### config.mk
export PLATFORM = sky130hd
export DESIGN_NAME = rx_frame_check_flat
export DESIGN_NICKNAME = d
export VERILOG_FILES = /design/src/rtl/rx_frame_check_if.sv /design/src/rtl/rx_frame_check.sv /design/src/flat_wrapper.sv
export SDC_FILE = /design/constraint.sdc
export NUM_CORES = 1
export LEC_CHECK = 0
export BUFFER_PORTS_ARGS = -buffer_cell sky130_fd_sc_hd__buf_2
export CAP_MARGIN = 20
export CELL_PAD_IN_SITES_DETAIL_PLACEMENT = 1
export CELL_PAD_IN_SITES_GLOBAL_PLACEMENT = 2
export CORE_ASPECT_RATIO = 1.75
export CORE_MARGIN = 10
export CORE_UTILIZATION = 32
export CTS_CLUSTER_SIZE = 40
export DETAILED_ROUTE_END_ITERATION = 10
export HOLD_SLACK_MARGIN = 0.06
export PLACE_DENSITY = 0.82
export SLEW_MARGIN = 15
export SYNTH_ARGS = -nofsm -noshare
export SYNTH_HDL_FRONTEND = slang
export SYNTH_SLANG_ARGS = --single-unit
### constraint.sdc
create_clock -name clk -period 5.1 [get_ports clk]
set_clock_uncertainty 0.15 [all_clocks]
set_input_delay 0.765 -clock clk [delete_from_list [all_inputs] [get_ports clk]]
set_output_delay 0.765 -clock clk [all_outputs]
set_load 0.005 [all_outputs]
### src/rtl/rx_frame_check_if.sv
`default_nettype none
// rx_frame_check_if -- RECV bit stream in, per-frame status out.  Rev 1.0
interface rx_frame_check_if;
  logic        di_signal;
  logic        di_signal_vld;
  logic        di_payload;
  logic        di_payload_vld;
  logic        frame_done;
  logic        sig_err;
  logic        abort;
  logic [3:0]  frame_rate;
  logic [11:0] frame_len;
  logic [15:0] bit_cnt;
  logic [15:0] err_cnt;
  logic [15:0] frame_cnt;

  modport master (
    output di_signal, di_signal_vld, di_payload, di_payload_vld,
    input  frame_done, sig_err, abort, frame_rate, frame_len,
           bit_cnt, err_cnt, frame_cnt
  );

  modport slave (
    input  di_signal, di_signal_vld, di_payload, di_payload_vld,
    output frame_done, sig_err, abort, frame_rate, frame_len,
           bit_cnt, err_cnt, frame_cnt
  );
endinterface
`default_nettype wire

### src/rtl/rx_frame_check.sv
`default_nettype none
// rx_frame_check -- decodes the 24-bit SIGNAL field and checks the PRBS payload.
// Rev 1.0
module rx_frame_check #(
  parameter logic [15:0] TIMEOUT   = 16'd65535,
  parameter logic [6:0]  PRBS_SEED = 7'h7F
) (
  input  wire logic       clk,
  input  wire logic       rst,
  rx_frame_check_if.slave bus
);

  typedef enum logic [1:0] {
    S_IDLE = 2'd0,
    S_SIG  = 2'd1,
    S_PLD  = 2'd2,
    S_DONE = 2'd3
  } state_t;

  state_t      r_state;
  state_t      w_next;

  logic [22:0] r_sr;
  logic [4:0]  r_sig_n;
  logic [6:0]  r_lfsr;
  logic [15:0] r_idle;
  logic        r_pend_err;
  logic        r_pend_abort;
  logic        r_done;
  logic        r_sig_err;
  logic        r_abort;
  logic [3:0]  r_rate;
  logic [11:0] r_len;
  logic [15:0] r_bits;
  logic [15:0] r_errs;
  logic [15:0] r_frames;

  logic [23:0] w_word;
  logic        w_rate_ok;
  logic        w_word_ok;
  logic        w_in_frame;
  logic        w_pld_take;
  logic        w_accept;
  logic        w_last_sig;
  logic        w_last_pld;
  logic        w_timeout;
  logic        w_exp;
  logic [15:0] w_bits_inc;

  // The 24th bit is evaluated combinationally so a bad SIGNAL closes as fast as a payload end.
  assign w_word     = {bus.di_signal, r_sr};
  assign w_in_frame = (r_state == S_SIG) || (r_state == S_PLD);
  assign w_pld_take = (r_state == S_PLD) && bus.di_payload_vld && !bus.di_signal_vld;
  assign w_accept   = bus.di_signal_vld || w_pld_take;
  assign w_last_sig = (r_state == S_SIG) && bus.di_signal_vld && (r_sig_n == 5'd23);
  assign w_exp      = r_lfsr[6] ^ r_lfsr[3];
  assign w_bits_inc = (r_bits == 16'hFFFF) ? r_bits : r_bits + 16'd1;
  assign w_last_pld = w_pld_take && (w_bits_inc == {1'b0, r_len, 3'b000});
  assign w_timeout  = w_in_frame && !w_accept && (r_idle == TIMEOUT - 16'd1);

  always_comb begin
    w_rate_ok = 1'b0;
    case (w_word[3:0])
      4'b1101, 4'b1111, 4'b0101, 4'b0111,
      4'b1001, 4'b1011, 4'b0001, 4'b0011: w_rate_ok = 1'b1;
      default:                           w_rate_ok = 1'b0;
    endcase
  end

  assign w_word_ok = w_rate_ok && !(^w_word[17:0]) && !w_word[4] &&
                     (w_word[23:18] == 6'd0) && (w_word[16:5] != 12'd0);

  always_ff @(posedge clk or posedge rst) begin
    if (rst) r_state <= S_IDLE;
    else     r_state <= w_next;
  end

  always_comb begin
    w_next = r_state;
    case (r_state)
      S_IDLE, S_DONE: w_next = bus.di_signal_vld ? S_SIG : S_IDLE;
      S_SIG: begin
        if (w_last_sig)     w_next = w_word_ok ? S_PLD : S_DONE;
        else if (w_timeout) w_next = S_DONE;
      end
      S_PLD: begin
        if (bus.di_signal_vld)           w_next = S_SIG;
        else if (w_last_pld || w_timeout) w_next = S_DONE;
      end
      default: w_next = S_IDLE;
    endcase
  end

  always_ff @(posedge clk or posedge rst) begin
    if (rst) begin
      r_sr         <= 23'd0;
      r_sig_n      <= 5'd0;
      r_lfsr       <= 7'd0;
      r_idle       <= 16'd0;
      r_pend_err   <= 1'b0;
      r_pend_abort <= 1'b0;
      r_done       <= 1'b0;
      r_sig_err    <= 1'b0;
      r_abort      <= 1'b0;
      r_rate       <= 4'd0;
      r_len        <= 12'd0;
      r_bits       <= 16'd0;
      r_errs       <= 16'd0;
      r_frames     <= 16'd0;
    end else begin
      r_done <= 1'b0;

      if (bus.di_signal_vld) begin
        if (r_state == S_SIG) begin
          r_sr    <= w_word[23:1];
          r_sig_n <= r_sig_n + 5'd1;
        end else begin
          r_sr    <= {bus.di_signal, 22'd0};
          r_sig_n <= 5'd1;
        end
      end

      if (w_last_sig) begin
        r_rate <= w_word[3:0];
        r_len  <= w_word[16:5];
        r_bits <= 16'd0;
        r_errs <= 16'd0;
        r_lfsr <= PRBS_SEED;
      end

      if (w_pld_take) begin
        r_lfsr <= {r_lfsr[5:0], w_exp};
        r_bits <= w_bits_inc;
        if ((bus.di_payload != w_exp) && (r_errs != 16'hFFFF))
          r_errs <= r_errs + 16'd1;
      end

      if ((w_next == S_DONE) && (r_state != S_DONE)) begin
        r_pend_err   <= w_last_sig && !w_word_ok;
        r_pend_abort <= w_timeout;
      end

      // A SIGNAL bit during payload closes the frame here, bypassing DONE.
      if (r_state == S_DONE) begin
        r_done    <= 1'b1;
        r_frames  <= r_frames + 16'd1;
        r_sig_err <= r_pend_err;
        r_abort   <= r_pend_abort;
      end else if ((r_state == S_PLD) && bus.di_signal_vld) begin
        r_done    <= 1'b1;
        r_frames  <= r_frames + 16'd1;
        r_sig_err <= 1'b0;
        r_abort   <= 1'b1;
      end

      if (!w_in_frame || w_accept) r_idle <= 16'd0;
      else                         r_idle <= r_idle + 16'd1;
    end
  end

  assign bus.frame_done = r_done;
  assign bus.sig_err    = r_sig_err;
  assign bus.abort      = r_abort;
  assign bus.frame_rate = r_rate;
  assign bus.frame_len  = r_len;
  assign bus.bit_cnt    = r_bits;
  assign bus.err_cnt    = r_errs;
  assign bus.frame_cnt  = r_frames;

endmodule
`default_nettype wire
### src/flat_wrapper.sv
// flat-port wrapper written by rule: the top's interface ports become plain ports
module rx_frame_check_flat 
#(
  parameter logic [15:0] TIMEOUT   = 16'd65535,
  parameter logic [6:0]  PRBS_SEED = 7'h7F
)
  (clk, rst, bus_di_signal, bus_di_signal_vld, bus_di_payload, bus_di_payload_vld, bus_frame_done, bus_sig_err, bus_abort, bus_frame_rate, bus_frame_len, bus_bit_cnt, bus_err_cnt, bus_frame_cnt);
  rx_frame_check_if bus_i ();
  input  wire logic clk;
  input  wire logic rst;
  input wire logic [$bits(bus_i.di_signal)-1:0] bus_di_signal;
  input wire logic [$bits(bus_i.di_signal_vld)-1:0] bus_di_signal_vld;
  input wire logic [$bits(bus_i.di_payload)-1:0] bus_di_payload;
  input wire logic [$bits(bus_i.di_payload_vld)-1:0] bus_di_payload_vld;
  output wire logic [$bits(bus_i.frame_done)-1:0] bus_frame_done;
  output wire logic [$bits(bus_i.sig_err)-1:0] bus_sig_err;
  output wire logic [$bits(bus_i.abort)-1:0] bus_abort;
  output wire logic [$bits(bus_i.frame_rate)-1:0] bus_frame_rate;
  output wire logic [$bits(bus_i.frame_len)-1:0] bus_frame_len;
  output wire logic [$bits(bus_i.bit_cnt)-1:0] bus_bit_cnt;
  output wire logic [$bits(bus_i.err_cnt)-1:0] bus_err_cnt;
  output wire logic [$bits(bus_i.frame_cnt)-1:0] bus_frame_cnt;
  assign bus_i.di_signal = bus_di_signal;
  assign bus_i.di_signal_vld = bus_di_signal_vld;
  assign bus_i.di_payload = bus_di_payload;
  assign bus_i.di_payload_vld = bus_di_payload_vld;
  assign bus_frame_done = bus_i.frame_done;
  assign bus_sig_err = bus_i.sig_err;
  assign bus_abort = bus_i.abort;
  assign bus_frame_rate = bus_i.frame_rate;
  assign bus_frame_len = bus_i.frame_len;
  assign bus_bit_cnt = bus_i.bit_cnt;
  assign bus_err_cnt = bus_i.err_cnt;
  assign bus_frame_cnt = bus_i.frame_cnt;
  rx_frame_check #(.TIMEOUT(TIMEOUT), .PRBS_SEED(PRBS_SEED)) u_core (.clk(clk), .rst(rst), .bus(bus_i));
endmodule
==> run summary, run 1 <==
Placed cells: 956
Ports: 73
Cell taking the most area after synthesis: dfrtp_1
Final Instance Area: 7500 µm²
Via density: 5.37
Worst EP required: 5.26 ns
Final hold viol count: 0
Cts hold-fix bufs: 0
Max cap viols: 0
Worst setup SP type: flip-flop
Die width: 126 µm
GPL Wtd Cong: 0.882
Core area: 19700 µm²
Final worst slack: 1.15 ns
Post-Syn Area: 6340 µm²
PostCTS Resize Cnt: 0
Setup TNS: 0 ns
Switch Pwr: 0.604 mW
IO Port Bufs: 72
Max Buffers Root-to-Sink: 2
Placed cell area: 6920 µm²
Cell with the most instances after synthesis: dfrtp_1
First-pass GRT wire length: 30.8 mm
Cell Int Power: 1.76 mW
Area grow syn2layout: 18.3%
Antenna violations before repair: 0
Fill cell count: 2255
Setup CP Type: reg2reg
Leak pwr: 3.47 nW
R2r endpoint: u_core.r_pend_abort
Share of cells above drive strength 1: 17.6%
Worst Hold Class: reg2reg
Status: complete, no violations
Commonest cells in the netlist: dfrtp_1 (122), nand2_1 (89), o21ai_0 (55)
Register area: 3050 µm²
Period utilization: 77.4%
Asr flop ratio synth: 100%
Number of synthesized flops with an enable pin: 0
Synth Area per Inst: 9.55 µm²
Starting Density: 32.3%
Row count: 68
Worst R2R Path Depth: 9
Clock power frac: 50.0%
Worst-path clk slew: 0.06 ns
Post-CTS Setup Repair Bufs: 0
Max-slew violations: 0
First DRT Iteration DRCs: 345
Final worst path period need: 3.95 ns
DP HPWL: 13.7 mm
Ranking of synthesized cells by area: dfrtp_1 (48%), nand2_1 (5.3%), xnor2_1 (4.7%)
Reg2Reg Setup Slack: 1.15 ns
Critical Path AT: 4.11 ns
Die H: 206 µm
Finished Layout Cells: 989
Syn_nets: 679
Total track usage: 14.5%
Capture point of the worst path: u_core.r_pend_abort
Power Dens Cells: 315 nW/µm²
Count of mapped cells out of synthesis: 664
Sequential power share: 43.0%
Yosys reg bits: 122
Largest net degree at the start of global routing: 72
Final design utilization: 38.2%
Top FF cell, synth: dfrtp_1
Sw Ratio: 25.6%
Post-synthesis sequential area ratio: 48.1%
Yosys warning count: 0
Final Total Pwr: 2.36 mW
Critical path origin: u_core.bus.bit_cnt[1]
RSZ-0062 raised after global routing: false
Distinct cells, synth: 61
Root Driver: clkbuf_16
Comb pwr share: 7.0%
Number of global-route vias before repair: 5848
Multi-input gate area: 3030 µm²
Slew margin rel.: 37.3%
Fmax: 253 MHz
Slew @ Worst Pin: 0.941 ns
CP Capture Type: flip-flop
DRC Markers: 0
Reg2reg start: u_core.bus.bit_cnt[1]
Total length of routed wires: 18.4 mm
Crit-path max FO: 13
Aggregate global routing overflow: 0
Drt pass-1 iters: 4
Worst IR Drop VDD: 0.186 mV
Worst-Skew Late Latency: 0.42 ns
H-tree Lvls: 4
Final nets: 745
Routed len/inst: 18.6 µm
Antenna-violating nets left: 0
Final setup viols: 0
Yosys top cell area share: 48.1%
Setup WS pre-CTS: 1.16 ns
CTS Sinks: 122
Total die area: 26100 µm²
Hold slack: 0.310 ns
Routed vias: 5307
CTS Buf Count: 17
CTS tree: done
-- power groups by stage --
| stage | Combinational (mW) | Clock [mW] | Sequential, mW |
|---|---|---|---|
| after floorplan | 0.119 | 0 | 1.03 |
| after global placement | 0.158 | 0 | 1.03 |
| after detailed placement | 0.167 | 0 | 1.03 |
| after CTS | 0.167 | 1.21 | 1.02 |
| after global routing | 0.189 | 1.26 | 1.02 |
| final | 0.165 | 1.18 | 1.02 |
-- how the worst min path moves through the flow --
| stage | from | endpoint | cells past startpoint |
|---|---|---|---|
| 6_report | u_core.bus.frame_cnt[15] | u_core.bus.frame_cnt[15] | 1 |
| 5_1_grt | u_core.r_lfsr[2] | u_core.r_lfsr[3] | 2 |
| 4_1_cts | u_core.bus.frame_cnt[15] | u_core.bus.frame_cnt[15] | 1 |
| 3_5_place_dp | u_core.bus.frame_cnt[15] | u_core.bus.frame_cnt[15] | 1 |
| 3_3_place_gp | u_core.r_lfsr[1] | u_core.r_lfsr[2] | 2 |
| 2_1_floorplan | u_core.r_lfsr[0] | u_core.r_lfsr[1] | 2 |
-- area by class of cell --
| type | instances | area share [%] |
|---|---|---|
| antenna | 1 | 0.0334 |
| clock buffer | 17 | 5.67 |
| clock inverter | 15 | 2.03 |
| inverter | 29 | 1.48 |
| multi-input combinational | 480 | 40.4 |
| sequential | 122 | 40.7 |
| tap | 245 | 4.09 |
| timing repair buffer | 80 | 5.60 |
-- critical path, cell delays in order (launching register included) --
cell       delay, ns
dfrtp_1         0.48
ha_1            0.37
nand4_2         0.43
a2111oi_4       0.55
xnor2_1         0.13
nor3_1          0.37
o211ai_1        0.17
or4_1           0.49
a211o_1         0.36
mux2_4          0.31
-- cells in the final DEF, fill, tap and decap left out, drive strengths merged, types with 6 or more instances in the layout --
master	netlist	routed
clkbuf	21	17
and2	6	6
nand3	43	43
xor2	26	26
o21ai	55	55
a21oi	20	20
ha	9	9
xnor2	34	34
nor2	40	40
clkinv	0	7
nand4	22	22
mux2i	7	7
and4	7	7
dfrtp	122	122
a22o	13	13
inv	29	30
buf	12	80
nand2	89	89
and3	14	14
nor4	13	13
a31oi	6	6
nor3	10	10
-- flip-flops by register name (all words and copies together) (netlist names), 2 cells and up --
name	flops
u_core.bus.frame_len	12
u_core.r_idle	16
u_core.bus.frame_rate	4
u_core.r_sr	23
u_core.bus.bit_cnt	16
u_core.r_state	2
u_core.r_lfsr	7
u_core.r_sig_n	5
u_core.bus.err_cnt	16
u_core.bus.frame_cnt	16
-- layer usage --
| metal | part of all wire (%) | track usage, % |
|---|---|---|
| met5 | 0 | 0 |
| met4 | 2.4 | 6.20 |
| met3 | 3.3 | 3.16 |
| met2 | 56 | 27.4 |
| met1 | 38 | 14.8 |
-- cell families after synthesis --
group / Yosys count / share of synthesized area [%]
simple gates: 264 / 21.5
compound gates: 134 / 13.8
flops: 122 / 48.1
buf+inv: 62 / 4.06
xor+xnor: 61 / 8.64
mux: 12 / 2.11
fa+ha+maj: 9 / 1.78
(Power assumes the default switching activity.)
==> run 2: changes to the inputs <==
--- a/config.mk
+++ b/config.mk
@@ -15,7 +15,7 @@
 export CTS_CLUSTER_SIZE = 40
 export DETAILED_ROUTE_END_ITERATION = 10
 export HOLD_SLACK_MARGIN = 0.06
-export PLACE_DENSITY = 0.82
+export PLACE_DENSITY = 0.84
 export SLEW_MARGIN = 15
 export SYNTH_ARGS = -nofsm -noshare
 export SYNTH_HDL_FRONTEND = slang
==> constraint.sdc (replaced) <==
create_clock -name clk -period 3.6 [get_ports clk]
set_clock_uncertainty 0.15 [all_clocks]
set_input_delay 0.54 -clock clk [delete_from_list [all_inputs] [get_ports clk]]
set_output_delay 0.54 -clock clk [all_outputs]
set_load 0.005 [all_outputs]
==> run 2 against run 1 <==
Effect of this change: clock power grew 39%; via count increased by 1.3%; count of clock-buffer cells in the layout increased by 1; combinational power grew 47%; final cell count rose by 2.5%; sequential power is 41% higher; worst setup slack got worse by 0.90 ns; critical path depth increased by 1; non-clock buffer count increased by 26; utilization increased by 1.0 points; cell area grew 2.7%; critical endpoint unchanged; hold slack got worse by 0.077 ns.
==> run summary, run 2 (same netlist as run 1, synthesis figures left out) <==
Area grow syn2layout: 21.5%
Total length of routed wires: 18.7 mm
Max-slew violations: 0
Crit-path cells: inv_1, ha_1, a211oi_1, nand4_1, o211ai_1, a21oi_1, or2_2, or4_1, a211o_1, mux2_4
Final Total Pwr: 3.32 mW
Routed vias: 5375
Slew @ Worst Pin: 0.602 ns
DRC Markers: 0
Switch Pwr: 0.869 mW
Die H: 206 µm
Leak pwr: 3.60 nW
CTS Sinks: 122
Starting Density: 32.3%
Total die area: 26100 µm²
Worst Hold Class: in2reg
Antenna-violating nets left: 0
CP Capture Type: flip-flop
Comb pwr share: 7.3%
Slew margin rel.: 59.9%
Multi-input gate area: 3030 µm²
Die width: 126 µm
Fmax: 299 MHz
Worst setup SP type: flip-flop
Slowest-stage cell, CP: or4_1
Critical Path AT: 3.51 ns
Status: complete, no violations
Share of cells above drive strength 1: 20.3%
Root Driver: clkbuf_16
Setup CP Type: reg2reg
Worst-path clk slew: 0.06 ns
Most common cell after layout, fill and taps aside: dfrtp_1
Worst-Skew Late Latency: 0.42 ns
H-tree Lvls: 4
Register area: 3050 µm²
GPL Wtd Cong: 0.884
Final design utilization: 39.2%
RSZ-0062 raised after global routing: false
Period utilization: 93.0%
Most flops, register: u_core.r_sr
CP peak stage delay: 0.52 ns
PostCTS Resize Cnt: 0
Power Dens Cells: 431 nW/µm²
Max Buffers Root-to-Sink: 2
Most frequent cells in the layout: dfrtp_1 (122), nand2_1 (89), buf_2 (72)
Setup TNS: 0 ns
DP HPWL: 13.6 mm
Sw Ratio: 26.2%
Number of global-route vias before repair: 5849
Max cap viols: 0
Ports: 73
Final nets: 771
Final setup viols: 0
Fill cell count: 2285
Routed len/inst: 18.4 µm
Worst IR Drop VDD: 0.337 mV
CTS Buf Count: 17
CTS tree: done
Sequential power share: 43.3%
Final Instance Area: 7710 µm²
Core area: 19700 µm²
Placed cell area: 7140 µm²
Final worst path period need: 3.35 ns
IO Port Bufs: 72
Worst EP required: 3.76 ns
Final hold viol count: 0
Drt pass-1 iters: 4
Crit-path max FO: 3
Via density: 5.30
First DRT Iteration DRCs: 366
Largest net degree at the start of global routing: 64
Aggregate global routing overflow: 0
First-pass GRT wire length: 31.3 mm
Clock power frac: 49.4%
Row count: 68
Number of diodes: 0
Total track usage: 14.7%
Max reg flops: 23
Post-CTS Setup Repair Bufs: 0
Cell Int Power: 2.45 mW
Antenna violations before repair: 1
-- run 2: repair_timing --
action | CTS | global route
hold endpoints to repair | 16 | 0
endpoints found under the setup margin | 0 | 0
hold buffers | 1 | 0
-- run 2: per-stage QoR --
stage / setup slack, ns / hold slack, ns / std cells
floorplan: 0.352 / 0.283 / 664
global placement: 0.328 / 0.295 / 981
detailed placement: 0.270 / 0.303 / 981
CTS: 0.242 / 0.213 / 1014
global route: 0.0119 / 0.215 / 1014
finish: 0.252 / 0.233 / 1014
-- run 2: cell type report --
cell class	count	area share [%]
Clock buffer	18	5.70
Inverter	29	1.46
Tap cell	245	3.98
Multi-Input combinational cell	480	39.3
Sequential cell	122	39.6
Timing Repair Buffer	106	8.34
Clock inverter	14	1.59
-- run 2: routing by layer --
layer	global-route usage (%)	part of all wire (%)	vias up	routed length [µm]
met5	0	0.043	-	8
met4	6.94	2.9	2	545
met3	2.88	3.0	35	561
met2	26.9	55	85	10300
met1	15.8	39	2719	7260
li1	-	-	2534	-
-- run 2: worst paths after layout --
kind | depth (start not counted) | slack [ns] | endpoint | startpoint
max in group asynchronous | 4 | 2.05 | u_core.r_lfsr[0] | rst
min reg2reg | 1 | 0.31 | u_core.bus.frame_cnt[15] | u_core.bus.frame_cnt[15]
min | 2 | 0.23 | u_core.r_sr[22] | bus_di_signal
min in group asynchronous | 3 | 0.55 | u_core.bus.bit_cnt[0] | rst
max reg2reg | 10 | 0.25 | u_core.r_pend_abort | u_core.r_state[0]
max | 10 | 0.25 | u_core.r_pend_abort | u_core.r_state[0]
-- run 2: power by group through the flow --
| stage | clock [mW] | sequential [mW] | combinational [mW] |
|---|---|---|---|
| after floorplan | 0 | 1.45 | 0.169 |
| after global placement | 0 | 1.46 | 0.242 |
| after detailed placement | 0 | 1.46 | 0.246 |
| after CTS | 1.68 | 1.44 | 0.248 |
| after global routing | 1.75 | 1.44 | 0.276 |
| final | 1.64 | 1.44 | 0.243 |
-- run 2: critical path: cells and delay by family (launching register included) --
family / cells / cell delay (ns)
adder cells (fa/ha/maj): 1 / 0.31
buffers and inverters: 1 / 0.07
AND/OR/NAND/NOR: 3 / 0.99
AO/OA/AOI/OAI: 4 / 1.05
flip-flops: 1 / 0.37
multiplexers: 1 / 0.30
==> run 3: changes to the inputs <==
--- a/config.mk
+++ b/config.mk
@@ -14,6 +14,7 @@
 export CORE_UTILIZATION = 32
 export CTS_CLUSTER_SIZE = 40
 export DETAILED_ROUTE_END_ITERATION = 10
+export GPL_TIMING_DRIVEN = 0
 export HOLD_SLACK_MARGIN = 0.06
 export PLACE_DENSITY = 0.84
 export SLEW_MARGIN = 15
==> run 3 against run 2 <==
Effect of this change: routed wire length increased by 2.7%; count of clock-buffer cells in the layout fell by 1; global-route usage rose by 0.27 points; non-clock buffer count is 8 higher; die area did not move; cell area increased by 1.3%; critical path type unchanged; sequential share of layout area decreased by 0.49 points; largest cell class is now multi-input gates; combinational power is essentially flat; largest power group unchanged; maximum frequency is 2.6% lower.
==> run summary, run 3 (same netlist as run 1, synthesis figures left out) <==
Status: complete, no violations
Slew margin rel.: 41.1%
RSZ-0062 raised after global routing: false
Period utilization: 95.5%
IO Port Bufs: 72
Final setup viols: 0
DP HPWL: 14.1 mm
Slew @ Worst Pin: 0.878 ns
Core area: 19700 µm²
First DRT Iteration DRCs: 259
Clock power frac: 51.2%
Total track usage: 15.0%
Leak pwr: 3.63 nW
Die width: 126 µm
Max cap viols: 0
Ports: 73
Antenna-violating nets left: 0
Cell Int Power: 2.53 mW
Most frequent cells in the layout: dfrtp_1 (120), nand2_1 (89), buf_2 (77)
Final worst path period need: 3.44 ns
First-pass GRT wire length: 31.8 mm
Max Buffers Root-to-Sink: 2
CTS Buf Count: 17
Root Driver: clkbuf_16
Largest net degree at the start of global routing: 35
Comb pwr share: 7.1%
Most flops, register: u_core.r_sr
Worst IR Drop VDD: 0.328 mV
Via density: 5.26
Die H: 206 µm
Worst-Skew Late Latency: 0.42 ns
Placed cell area: 7070 µm²
Sw Ratio: 26.8%
Final hold viol count: 0
CTS tree: done
Final Total Pwr: 3.45 mW
CP Capture Type: flip-flop
CTS Sinks: 122
Number of diodes: 0
Sequential power share: 41.7%
Switch Pwr: 0.923 mW
Worst-path clk slew: 0.07 ns
Fmax: 291 MHz
Power Dens Cells: 442 nW/µm²
Final nets: 779
Number of global-route vias before repair: 5829
Area grow syn2layout: 23.2%
Routed vias: 5371
Worst Hold Class: in2reg
Max reg flops: 23
Worst EP required: 3.76 ns
Final Instance Area: 7810 µm²
Row count: 68
Starting Density: 32.3%
Drt pass-1 iters: 4
Total length of routed wires: 19.2 mm
Setup TNS: 0 ns
GPL Wtd Cong: 0.878
Routed len/inst: 18.8 µm
Setup CP Type: reg2reg
Max-slew violations: 0
Aggregate global routing overflow: 0
H-tree Lvls: 4
Share of cells above drive strength 1: 19.6%
DRC Markers: 0
Reg2Reg Setup Slack: 0.16 ns
Worst setup SP type: flip-flop
Antenna violations before repair: 0
Most common cell after layout, fill and taps aside: dfrtp_1
Crit-path max FO: 10
Critical Path AT: 3.59 ns
Total die area: 26100 µm²
run 3: cell count changes in the layout (fill, tap and decap cells not counted), sizes merged:
cell | before | now
clkinvlp | 6 | 3
clkinv | 5 | 3
inv | 31 | 36
buf | 105 | 91
clkbuf | 18 | 39
bufinv | 1 | 2
run 3: final cells by class:
class | instances | area [µm²]
fill | 2288 | 11800
multi-input combinational | 480 | 3100
sequential | 122 | 3060
timing repair buffer | 82 | 475
clock buffer | 17 | 425
tap | 245 | 307
clock inverter | 15 | 179
buffer | 32 | 156
inverter | 29 | 113
run 3: worst max-delay path, stage by stage, from the launching register on:
cell      delay (ns)
dfrtp_2         0.41
ha_1            0.20
clkbuf_4        0.19
nand4_4         0.17
buf_6           0.19
nor4_4          0.06
or3b_1          0.39
a21oi_2         0.15
nand4_1         0.18
or4_1           0.55
a211o_1         0.33
mux2_4          0.32
run 3: repair_timing:
action	in CTS	in global routing
hold endpoints to repair	24	0
setup buffers	6	0
endpoints found under the setup margin	2	2
pin swaps	3	2
gates resized for setup	8	10
gates cloned	0	0
hold buffers	1	0
run 3: stage by stage:
| stage | std cells | hold slack (ns) | setup slack, ns | utilization, % |
|---|---|---|---|---|
| 4_1_cts | 1023 | 0.207 | 0.0589 | 39.5 |
| 5_1_grt | 1022 | 0.217 | 0.00329 | 39.7 |
| 6_report | 1022 | 0.227 | 0.163 | 39.7 |
| 3_5_place_dp | 984 | 0.312 | -0.242 | 36.0 |
| 2_1_floorplan | 664 | 0.283 | 0.352 | - |
| 3_3_place_gp | 981 | 0.303 | -0.226 | 35.7 |
run 3: power groups by stage:
stage	clock network, mW	registers [mW]	logic [mW]
detailed placement	0	1.46	0.247
finish	1.77	1.44	0.244
global route	1.89	1.44	0.279
CTS	1.82	1.44	0.250
global placement	0	1.46	0.233
floorplan	0	1.45	0.169
run 3: path summary, 6_finish.rpt:
kind                       depth (start not counted)                      from                  endpoint
max in group asynchronous                          5                       rst         u_core.r_state[0]
hold / removal                                     2             bus_di_signal           u_core.r_sr[22]
hold reg to reg                                    1  u_core.bus.frame_cnt[15]  u_core.bus.frame_cnt[15]
setup / recovery                                  11     u_core.bus.bit_cnt[0]         u_core.r_pend_err
setup reg to reg                                  11     u_core.bus.bit_cnt[0]         u_core.r_pend_err
min in group asynchronous                          3                       rst  u_core.bus.frame_rate[0]
run 3: routing by layer:
metal / vias up / global-route usage (%) / share of wire (%)
met5: - / 0 / 0
met4: 0 / 6.00 / 2.2
met3: 29 / 2.80 / 2.7
met2: 87 / 28.4 / 56
met1: 2704 / 15.8 / 39
li1: 2551 / - / -
